**src/rtl/video_timing_pkg.sv**
```systemverilog
// Shared timing constants, FSM state and control-bundle types for the 720p60 raster.
package video_timing_pkg;

    // Horizontal raster, in pixel clocks
    localparam int H_ACTIVE      = 1280;
    localparam int H_FRONT_PORCH = 110;
    localparam int H_SYNC_LEN    = 40;
    localparam int H_BACK_PORCH  = 220;
    localparam int H_TOTAL       = H_ACTIVE + H_FRONT_PORCH + H_SYNC_LEN + H_BACK_PORCH;
    localparam int H_SYNC_START  = H_ACTIVE + H_FRONT_PORCH;
    localparam int H_SYNC_END    = H_SYNC_START + H_SYNC_LEN - 1;

    // Vertical raster, in lines
    localparam int V_ACTIVE      = 720;
    localparam int V_FRONT_PORCH = 5;
    localparam int V_SYNC_LEN    = 5;
    localparam int V_BACK_PORCH  = 20;
    localparam int V_TOTAL       = V_ACTIVE + V_FRONT_PORCH + V_SYNC_LEN + V_BACK_PORCH;
    localparam int V_SYNC_START  = V_ACTIVE + V_FRONT_PORCH;
    localparam int V_SYNC_END    = V_SYNC_START + V_SYNC_LEN - 1;

    // Counter widths seen on the fetch-side ports
    localparam int H_W = 11;
    localparam int V_W = 10;

    typedef enum logic [1:0] {
        IDLE,
        RUN,
        STOPPING
    } vt_state_t;

    // Encoder-side control bundle carried through the pipeline delay
    typedef struct packed {
        logic active;
        logic hsync;
        logic vsync;
    } vt_ctrl_t;

    // Inclusive window test used for both sync pulses
    function automatic logic in_window(input logic [10:0] pos,
                                       input logic [10:0] lo,
                                       input logic [10:0] hi);
        return (pos >= lo) && (pos <= hi);
    endfunction

endpackage

```
**src/rtl/sync_delay_line.sv**
```systemverilog
// Fixed-depth shift register that realigns control signals with the pixel pipeline.
// DEPTH of zero collapses to a plain wire.
module sync_delay_line #(
    parameter int  DEPTH = 4,
    parameter type T     = logic
) (
    input  logic clk_in,
    input  logic rst_n_in,
    input  T     data_in,
    output T     data_out
);

    if (DEPTH == 0) begin : g_wire
        logic unused_clk_rst;
        assign unused_clk_rst = clk_in ^ rst_n_in;
        assign data_out       = data_in;
    end else begin : g_shift
        T stage_q [DEPTH];
        T stage_d [DEPTH];

        // Each stage takes the previous one; stage 0 takes the live input
        always_comb begin
            stage_d[0] = data_in;
            for (int i = 1; i < DEPTH; i++) begin
                stage_d[i] = stage_q[i-1];
            end
        end

        // Shift every clock; reset flushes the whole line to zero
        always_ff @(posedge clk_in or negedge rst_n_in) begin
            if (!rst_n_in) begin
                for (int i = 0; i < DEPTH; i++) begin
                    stage_q[i] <= '0;
                end
            end else begin
                stage_q <= stage_d;
            end
        end

        assign data_out = stage_q[DEPTH-1];
    end

endmodule

```
**src/rtl/video_timing_ctrl.sv**
```systemverilog
// Raster timing generator for the HDMI output path. Fetch-side counters and request
// run directly from the registered raster position; encoder-side enables and syncs are
// delayed by PIPE_DELAY so they meet the pixel data at the TMDS encoders.
// Raster sizes default to 720p60 and are only overridden for reduced-size simulation.
module video_timing_ctrl
    import video_timing_pkg::*;
#(
    parameter int PIPE_DELAY = 4,
    parameter int FC_W       = 6,
    parameter int H_ACT      = H_ACTIVE,
    parameter int H_FP       = H_FRONT_PORCH,
    parameter int H_SW       = H_SYNC_LEN,
    parameter int H_BP       = H_BACK_PORCH,
    parameter int V_ACT      = V_ACTIVE,
    parameter int V_FP       = V_FRONT_PORCH,
    parameter int V_SW       = V_SYNC_LEN,
    parameter int V_BP       = V_BACK_PORCH
) (
    input  logic            clk_in,
    input  logic            rst_n_in,
    input  logic            enable_in,
    input  logic            pix_valid_in,
    output logic [10:0]     hcount_out,
    output logic [9:0]      vcount_out,
    output logic            pix_req_out,
    output logic            active_draw_out,
    output logic            hor_sync_out,
    output logic            vert_sync_out,
    output logic            new_frame_out,
    output logic [FC_W-1:0] frame_count_out,
    output logic            running_out,
    output logic            underflow_out
);

    localparam int H_TOT = H_ACT + H_FP + H_SW + H_BP;
    localparam int V_TOT = V_ACT + V_FP + V_SW + V_BP;

    localparam logic [10:0] H_LAST  = 11'(H_TOT - 1);
    localparam logic [10:0] H_ACT_L = 11'(H_ACT);
    localparam logic [10:0] H_SS    = 11'(H_ACT + H_FP);
    localparam logic [10:0] H_SE    = 11'(H_ACT + H_FP + H_SW - 1);
    localparam logic [9:0]  V_LAST  = 10'(V_TOT - 1);
    localparam logic [9:0]  V_ACT_L = 10'(V_ACT);
    localparam logic [9:0]  V_SS    = 10'(V_ACT + V_FP);
    localparam logic [9:0]  V_SE    = 10'(V_ACT + V_FP + V_SW - 1);

    vt_state_t       state_q, state_d;
    logic [10:0]     h_q, h_d;
    logic [9:0]      v_q, v_d;
    logic [FC_W-1:0] frame_count_q, frame_count_d;
    logic            underflow_q, underflow_d;

    logic            running;
    logic            pix_req;
    logic            new_frame;
    logic            end_of_frame;
    vt_ctrl_t        ctrl_raw;
    vt_ctrl_t        ctrl_enc;

    assign end_of_frame = (h_q == H_LAST) && (v_q == V_LAST);

    // FSM state register
    always_ff @(posedge clk_in or negedge rst_n_in) begin
        if (!rst_n_in) begin
            state_q <= IDLE;
        end else begin
            state_q <= state_d;
        end
    end

    // FSM next state: stopping only lands in IDLE on the last pixel of a frame
    always_comb begin
        state_d = state_q;
        unique case (state_q)
            IDLE: begin
                if (enable_in) begin
                    state_d = RUN;
                end
            end
            RUN: begin
                if (!enable_in) begin
                    state_d = STOPPING;
                end
            end
            STOPPING: begin
                if (enable_in) begin
                    state_d = RUN;
                end else if (end_of_frame) begin
                    state_d = IDLE;
                end
            end
            default: state_d = IDLE;
        endcase
    end

    // FSM outputs: fetch-side request, raw control bundle and frame-start strobe
    always_comb begin
        running        = (state_q != IDLE);
        pix_req        = running && (h_q < H_ACT_L) && (v_q < V_ACT_L);
        ctrl_raw       = '0;
        ctrl_raw.active = pix_req;
        ctrl_raw.hsync  = running && in_window(h_q, H_SS, H_SE);
        ctrl_raw.vsync  = running && in_window({1'b0, v_q}, {1'b0, V_SS}, {1'b0, V_SE});
        new_frame      = running && (h_q == H_ACT_L) && (v_q == V_ACT_L);
    end

    // Raster position advances every non-idle cycle and wraps at the frame end
    always_comb begin
        h_d = h_q;
        v_d = v_q;
        if (running) begin
            if (h_q == H_LAST) begin
                h_d = '0;
                v_d = (v_q == V_LAST) ? '0 : v_q + 10'd1;
            end else begin
                h_d = h_q + 11'd1;
            end
        end
    end

    // Frame counter bumps on the frame-start strobe; underflow set beats clear
    always_comb begin
        frame_count_d = frame_count_q;
        underflow_d   = underflow_q;
        if (new_frame) begin
            frame_count_d = frame_count_q + FC_W'(1);
            underflow_d   = 1'b0;
        end
        if (ctrl_enc.active && !pix_valid_in) begin
            underflow_d = 1'b1;
        end
    end

    // Datapath registers
    always_ff @(posedge clk_in or negedge rst_n_in) begin
        if (!rst_n_in) begin
            h_q           <= '0;
            v_q           <= '0;
            frame_count_q <= '0;
            underflow_q   <= 1'b0;
        end else begin
            h_q           <= h_d;
            v_q           <= v_d;
            frame_count_q <= frame_count_d;
            underflow_q   <= underflow_d;
        end
    end

    sync_delay_line #(
        .DEPTH (PIPE_DELAY),
        .T     (vt_ctrl_t)
    ) u_ctrl_delay (
        .clk_in   (clk_in),
        .rst_n_in (rst_n_in),
        .data_in  (ctrl_raw),
        .data_out (ctrl_enc)
    );

    assign hcount_out      = h_q;
    assign vcount_out      = v_q;
    assign pix_req_out     = pix_req;
    assign active_draw_out = ctrl_enc.active;
    assign hor_sync_out    = ctrl_enc.hsync;
    assign vert_sync_out   = ctrl_enc.vsync;
    assign new_frame_out   = new_frame;
    assign frame_count_out = frame_count_q;
    assign running_out     = running;
    assign underflow_out   = underflow_q;

endmodule
```
**config.mk**
```make
export PLATFORM = sky130hd
export DESIGN_NAME = video_timing_ctrl
export DESIGN_NICKNAME = d
export VERILOG_FILES = /design/src/rtl/video_timing_pkg.sv /design/src/rtl/sync_delay_line.sv /design/src/rtl/video_timing_ctrl.sv
export SDC_FILE = /design/constraint.sdc
export NUM_CORES = 1
export LEC_CHECK = 0
export CAP_MARGIN = 20
export CORE_MARGIN = 2
export CORE_UTILIZATION = 50
export DETAILED_ROUTE_END_ITERATION = 8
export PLACE_DENSITY = 0.77
export SETUP_SLACK_MARGIN = 0.2
export SLEW_MARGIN = 30
export SYNTH_ARGS = -nofsm -noshare
export SYNTH_HDL_FRONTEND = slang
export SYNTH_SLANG_ARGS = --single-unit
```
**constraint.sdc**
```tcl
create_clock -name clk_in -period 2.7 [get_ports clk_in]
set_clock_uncertainty 0.1 [all_clocks]
set_input_delay 0.405 -clock clk_in [delete_from_list [all_inputs] [get_ports clk_in]]
set_output_delay 0.405 -clock clk_in [all_outputs]
set_load 0.01 [all_outputs]
```
==> impl_metrics.yaml, run 1 <==
outcome:
  status: "finished, violations left"
  violations: "hold timing"
grt:
  grtUsageTotal_pct: 20.5
  grt_overflow_total: 0
  grt_antenna_before_repair: 0
  grt_first_pass_wirelength_mm: 7.10
  grt_pass1_vias: 1481
  grt_max_degree: 43
layout:
  multi_input_area_um2: 951
  fin_nets: 243
  fillers: 324
  final_area_um2: 2580
  n_antenna_cell: 0
  area_delta_synth_final_pct: 25.9
  seqCellArea_um2: 1050
  drive_above_1_share_pct: 8.15
power_and_ir_drop:
  p_switching_mw: 0.465
  seqPwrFrac_pct: 50.9
  finalPower_mw: 1.53
  p_sw_share_pct: 30.3
  clockPowerShare_pct: 26.4
  vdd_ir_drop_max_mv: 0.456
  combPwrFrac_pct: 22.7
  power_density_nw_per_um2: 595
  p_int_mw: 1.07
  power_leakage_nw: 1.19
clock_network:
  htreeDepth: 2
  numCtsBuffers: 5
  tritoncts: "built"
  cts_buffer_depth: 2
  clkTransAtPathRegs_ns: 0.07
  clk_latency_ns: 0.29
  cts.sinks: 42
  hold_buffers: 0
  cts_root_buf: "clkbuf_8"
drt:
  drt_first_pass_iters: 4
  finalWirelength_mm: 4.06
  viasPerCell: 5.54
  post_drt_wl_per_cell_um: 14.3
  drt_iter0_drc: 138
  vias: 1567
  drt.antenna.violating_nets: 0
  drc: 0
sta:
  maxSlewViolCount: 0
  grt_setup_unrepaired: "false"
  whs_ns: -0.0155
  period_share_pct: 89.0
  worstMarginPinSlew_ns: 0.535
  slew_headroom_pct: 64.0
  min_period_ns: 2.40
  fin_setup_tns_ns: 0
  finalHoldViolCount: 42
  finalSetupViolations: 0
  max_freq_mhz: 416
worst_setup_path:
  critPathSlowestCell: "clkdlybuf4s50_1"
  path_class: "flop to output pin"
  cp_num_buf_inv: 1
  cp.arrival_ns: 1.90
  slowest_delay_ns: 0.47
  crit_family: "simple AND/OR/NAND/NOR gates"
  cp_max_fo: 5
  critPathLaunchType: "flop"
  crit_required_ns: 2.19
  critPathCaptureType: "output pin"
  path_cells: "and4b_1 -> o21ai_0 -> and4_1 -> clkdlybuf4s50_1"
yosys:
  syn_area_um2: 2050
  yosysWarningCount: 0
  synthArstFlopShare_pct: 100
  ys_types: 44
  synth_area_per_cell_um2: 10.8
  synth.net_count: 201
  synthCells: 190
  ys_seq_area_share_pct: 51.3
  ys_ff_latch: 42
  synthFlopType: "dfrtp_1"
  synth_edf_count: 0
placed_design:
  io_buffer_count: 37
  place.gp.congestion: 0.824
  place_area_um2: 2460
  post-dp-hpwl_mm: 2.94
floorplan:
  fp-row-count: 23
  die_w_um: 68.0
  core_um2: 3970
  ios: 38
  dieArea_um2: 4620
  die_h_um: 68.0
  start_util_pct: 51.6
min_path:
  hold_path_class: "primary input to async pin"
flow_run:
  cap_violations: 0
final timing paths:
kind                                                 startpoint                         endpoint  slack [ns]  cells after the start
max in group asynchronous                              rst_n_in                    hcount_out[9]        2.17                      1
worst max register to register                    hcount_out[1]                    vcount_out[4]        0.56                      6
min in group clk_in             u_ctrl_delay.g_shift.stage_d[8]  u_ctrl_delay.g_shift.stage_d[5]        0.25                      0
worst min-delay path                                   rst_n_in                    hcount_out[7]       -0.02                      1
worst max-delay path                              vcount_out[8]                      pix_req_out        0.30                      4
worst min register to register  u_ctrl_delay.g_shift.stage_d[8]  u_ctrl_delay.g_shift.stage_d[5]        0.25                      0
per-stage QoR:
step | hold WS, ns | instances | worst slack [ns] | utilization [%]
after global placement | 0.232 | 274 | 0.418 | 62.0
after CTS | 0.171 | 283 | 0.294 | 64.9
after detailed placement | 0.236 | 274 | 0.379 | 62.0
after global routing | 0.0198 | 283 | 0.206 | 64.9
final | -0.0155 | 283 | 0.298 | 64.9
after floorplan | 0.00941 | 190 | 0.782 | -
worst register-to-register path: stages (launching register included):
cell and delay [ns]:
dfrtp_1 0.46, inv_1 0.13, ha_1 0.17, nand4_1 0.22, nor4_4 0.47, nand4_1 0.16
mux2_1 0.32
cells by family (layout without fill, tap and decap cells):
family | count (synthesis) | count (layout) | synth area share [%]
and+or+nand+nor | 81 | 81 | 24.3
DFF | 42 | 42 | 51.3
AOI/OAI and AO/OA | 31 | 31 | 9.90
xor gates and xnor gates | 13 | 13 | 5.56
buffers and inverters | 13 | 56 | 3.05
adders and majority gates | 7 | 7 | 4.28
muxes | 3 | 3 | 1.59
per-layer routing:
layer	global-route usage (%)	share of wire, %	vias up	routed length (um)
met2	31.8	47	43	1920
met5	0	0	-	0
met1	28.8	47	746	1910
li1	-	-	774	-
met3	4.61	4.4	4	180
met4	6.25	1.3	0	52
cell type report:
cell class,count,area share [%]
inverters,7,1.02
repair buffers,41,15.4
clock buffers,7,3.35
multi-input cells,135,36.9
flip-flops and latches,42,40.8
clock inverters,1,0.194
well taps,50,2.43
power by group through the flow:
stage	Combinational (mW)	Clock, mW	Sequential (mW)
finish	0.348	0.405	0.780
global route	0.388	0.450	0.790
CTS	0.352	0.418	0.778
detailed placement	0.342	0	0.788
global placement	0.345	0	0.784
floorplan	0.212	0	0.774
sequential cells by signal, summed over array words and instances (netlist names):
register,flops
hcount_out,11
vcount_out,10
u_ctrl_delay.g_shift.stage_d,9
frame_count_out,6
u_ctrl_delay.data_out,3
state_q,2
underflow_out,1
placed cells by master, fill, tap and decap left out, types with 3 or more instances in the layout:
| cell | instances |
|---|---|
| a21o_1 | 3 |
| a21oi_1 | 4 |
| a31oi_1 | 5 |
| and3_1 | 7 |
| and4b_1 | 4 |
| buf_4 | 5 |
| clkbuf_8 | 6 |
| clkdlybuf4s50_1 | 35 |
| dfrtp_1 | 42 |
| ha_1 | 7 |
| inv_1 | 7 |
| nand2_1 | 13 |
| nand2b_1 | 3 |
| nand3_1 | 11 |
| nand4_1 | 6 |
| nor2_1 | 9 |
| nor3_1 | 7 |
| nor4_1 | 3 |
| o21ai_0 | 5 |
| o21ai_1 | 3 |
| xnor2_1 | 6 |
| xor2_1 | 7 |
repair_timing:
action,in CTS,in global routing
setup endpoints to repair,2,0
resized for setup,4,0
buffers inserted,1,0
synth_stat cells, types with 2 or more instances:
| master | instances | area share, % |
|---|---|---|
| a211o_1 | 2 | 0.86 |
| a21o_1 | 3 | 1.1 |
| a21oi_1 | 4 | 0.98 |
| a22o_1 | 2 | 0.86 |
| a31oi_1 | 5 | 1.5 |
| a41oi_1 | 2 | 0.86 |
| and3_1 | 7 | 2.1 |
| and3b_1 | 2 | 0.86 |
| and4_1 | 2 | 0.86 |
| and4b_1 | 4 | 2.0 |
| buf_2 | 2 | 0.49 |
| clkbuf_1 | 2 | 0.37 |
| dfrtp_1 | 42 | 51 |
| ha_1 | 7 | 4.3 |
| inv_1 | 7 | 1.3 |
| nand2_1 | 13 | 2.4 |
| nand2b_1 | 3 | 0.92 |
| nand3_1 | 11 | 2.7 |
| nand3b_1 | 2 | 0.73 |
| nand4_1 | 6 | 1.8 |
| nor2_1 | 9 | 1.6 |
| nor2b_1 | 2 | 0.61 |
| nor3_1 | 8 | 2.0 |
| nor4_1 | 4 | 1.2 |
| nor4_4 | 2 | 2.1 |
| o211ai_1 | 2 | 0.73 |
| o21ai_0 | 5 | 1.2 |
| o21ai_1 | 3 | 0.73 |
| xnor2_1 | 6 | 2.6 |
| xor2_1 | 7 | 3.0 |
Note: power is estimated with default switching activity, not from simulation.
==> inputs of run 2 (changes only) <==
- SYNTH_HIERARCHICAL: default -> 1
==> run 2 against run 1 <==
Against the previous run:
- the flow still finishes with violations (hold timing)
- combinational power rose by 12%
- die area is 4.0% lower
- area after synthesis shrank 4.2%
- critical endpoint unchanged
- largest cell class unchanged
- largest power group unchanged
==> impl_metrics.yaml, run 2 <==
power_and_ir_drop:
  power_density_nw_per_um2: 602
  p_int_mw: 1.06
  vdd_ir_drop_max_mv: 0.478
  clockPowerShare_pct: 26.1
  p_switching_mw: 0.476
  p_sw_share_pct: 31.0
  power_leakage_nw: 1.14
  seqPwrFrac_pct: 48.5
  combPwrFrac_pct: 25.5
clock_network:
  hold_buffers: 0
  numCtsBuffers: 5
  tritoncts: "built"
  clk_latency_ns: 0.30
  htreeDepth: 2
  clkTransAtPathRegs_ns: 0.08
  cts_buffer_depth: 2
  cts_root_buf: "clkbuf_8"
  cts.sinks: 42
sta:
  min_period_ns: 2.39
  finalHoldViolCount: 42
  max_freq_mhz: 419
  slew_headroom_pct: 66.4
  whs_ns: -0.0249
  maxSlewViolCount: 0
  worstMarginPinSlew_ns: 0.504
  finalSetupViolations: 0
  fin_setup_tns_ns: 0
  period_share_pct: 88.5
  grt_setup_unrepaired: "false"
worst_setup_path:
  path_class: "flop to output pin"
  rrSetupSlack_ns: 0.41
  cp.arrival_ns: 1.88
  cp_max_fo: 9
  critPathLaunchType: "flop"
  critPathCaptureType: "output pin"
  crit_required_ns: 2.19
drt:
  finalWirelength_mm: 4.26
  drc: 0
  post_drt_wl_per_cell_um: 14.8
  drt_iter0_drc: 146
  vias: 1609
  drt_first_pass_iters: 4
  drt.antenna.violating_nets: 0
  viasPerCell: 5.61
floorplan:
  fp-row-count: 22
  die_w_um: 66.6
  dieArea_um2: 4440
  start_util_pct: 52.8
  core_um2: 3720
  die_h_um: 66.6
  ios: 38
yosys:
  synth_area_per_cell_um2: 10.5
  yosysWarningCount: 6
  synth_top_cell_area_share_pct: 53.6
  synth_edf_count: 0
  ys_ff_latch: 42
  ys_seq_area_share_pct: 53.6
  synth.most_common_cell: "dfrtp_1"
  syn_area_um2: 1960
  synthCells: 187
  synth.net_count: 198
  yosys-top-cells-count: "42 x dfrtp_1, 15 x nor2_1, 15 x o21ai_0, 11 x nand2_1, 10 x inv_1"
  synthFlopType: "dfrtp_1"
  yosysTopAreaCell: "dfrtp_1"
  ys_types: 39
  synthArstFlopShare_pct: 100
  synth_area_leaders: "dfrtp_1 54%, ha_1 4.5%, xnor2_1 4.0%"
layout:
  n_antenna_cell: 0
  largest_register_ff_count: 11
  area_delta_synth_final_pct: 30.2
  drive_above_1_share_pct: 13.4
  layout_commonest_cell: "dfrtp_1"
  final_cell_mix: "42 x dfrtp_1, 35 x clkdlybuf4s50_1, 15 x o21ai_0"
  fin_util_pct: 68.7
  fin_nets: 249
grt:
  grt_antenna_before_repair: 0
  grtUsageTotal_pct: 22.3
  grt_first_pass_wirelength_mm: 7.30
  grt_overflow_total: 0
  grt_max_degree: 43
  grt_pass1_vias: 1498
outcome:
  status: "finished, violations left"
  violations: "hold timing"
min_path:
  hold_path_class: "primary input to async pin"
placed_design:
  io_buffer_count: 37
  place.gp.congestion: 0.882
  post-dp-hpwl_mm: 3.07
flow_run:
  cap_violations: 0
==> run 2: cell types whose count changed after synthesis, moves of 3 or more <==
cell / delta
nand2b_1: -3
o21ai_0: +10
xnor2_1: +3
nand4_1: +3
and4b_1: -4
nor2_1: +6
inv_1: +3
clkbuf_1: +3
o21ai_1: -3
==> run 2: area by class of cell <==
cell class	count	area, um^2
fill	295	1160
sequential	42	1050
multi-input combinational	128	853
timing repair buffer	50	460
clock buffer	6	72.6
tap	48	60.1
inverter	11	42.5
clock inverter	2	13.8
==> run 2: final timing paths <==
path                       cells past startpoint                       end                       startpoint
max in group asynchronous                      1        frame_count_out[0]                         rst_n_in
hold / removal                                 1             hcount_out[5]                         rst_n_in
min in group clk_in                            0  u_ctrl_delay/data_out[1]  u_ctrl_delay/g_shift.stage_d[1]
setup reg to reg                               5        frame_count_out[1]                    vcount_out[8]
hold reg to reg                                0  u_ctrl_delay/data_out[1]  u_ctrl_delay/g_shift.stage_d[1]
setup / recovery                               5               pix_req_out                       state_q[1]
==> run 2: what timing repair did <==
action / CTS / global route
endpoints found under the hold margin: 0 / 0
resized for setup: 2 / 4
pin swaps: 0 / 2
setup buffers: 1 / 2
setup endpoints to repair: 2 / 2
gates cloned: 0 / 0
==> run 2: worst max-delay path, stage by stage (launching register included) <==
cell and delay, ns:
dfrtp_1 0.41, nor2_2 0.16, buf_4 0.18, clkinv_2 0.13, o2111a_1 0.21, clkdlybuf4s50_1 0.49
==> run 2: kinds of logic (layout without fill, tap and decap cells) <==
group | after synthesis | in the layout | synth area share (%)
AO/OA/AOI/OAI | 33 | 33 | 10.1
AND/OR/NAND/NOR | 72 | 72 | 21.2
buffers and inverters | 17 | 69 | 3.32
flip-flops | 42 | 42 | 53.6
multiplexers | 2 | 2 | 1.08
XOR/XNOR | 14 | 14 | 6.25
adder cells (fa/ha/maj) | 7 | 7 | 4.46
==> run 2: routing by layer <==
layer / GRT usage (%) / vias up / routed length (um)
met5: 0 / - / 0
li1: - / 762 / -
met1: 30.5 / 781 / 1890
met2: 33.8 / 59 / 2040
met3: 5.91 / 7 / 249
met4: 8.42 / 0 / 79
==> run 2: metrics by stage <==
stage | instances | cell area, um^2 | setup WS [ns] | hold WS (ns) | power (mW)
floorplan | 187 | 1960 | 0.625 | 0.00941 | 0.951
finish | 287 | 2550 | 0.311 | -0.0249 | 1.54
global placement | 276 | 2440 | 0.214 | 0.232 | 1.12
global route | 287 | 2550 | 0.225 | 0.00913 | 1.63
CTS | 285 | 2530 | 0.171 | 0.161 | 1.54
detailed placement | 276 | 2440 | 0.203 | 0.238 | 1.14
==> run 2: power groups by stage <==
stage	sequential [mW]	clock, mW	combinational, mW
finish	0.745	0.401	0.391
global route	0.755	0.441	0.433
CTS	0.743	0.412	0.382
detailed placement	0.755	0	0.381
global placement	0.750	0	0.370
floorplan	0.771	0	0.179
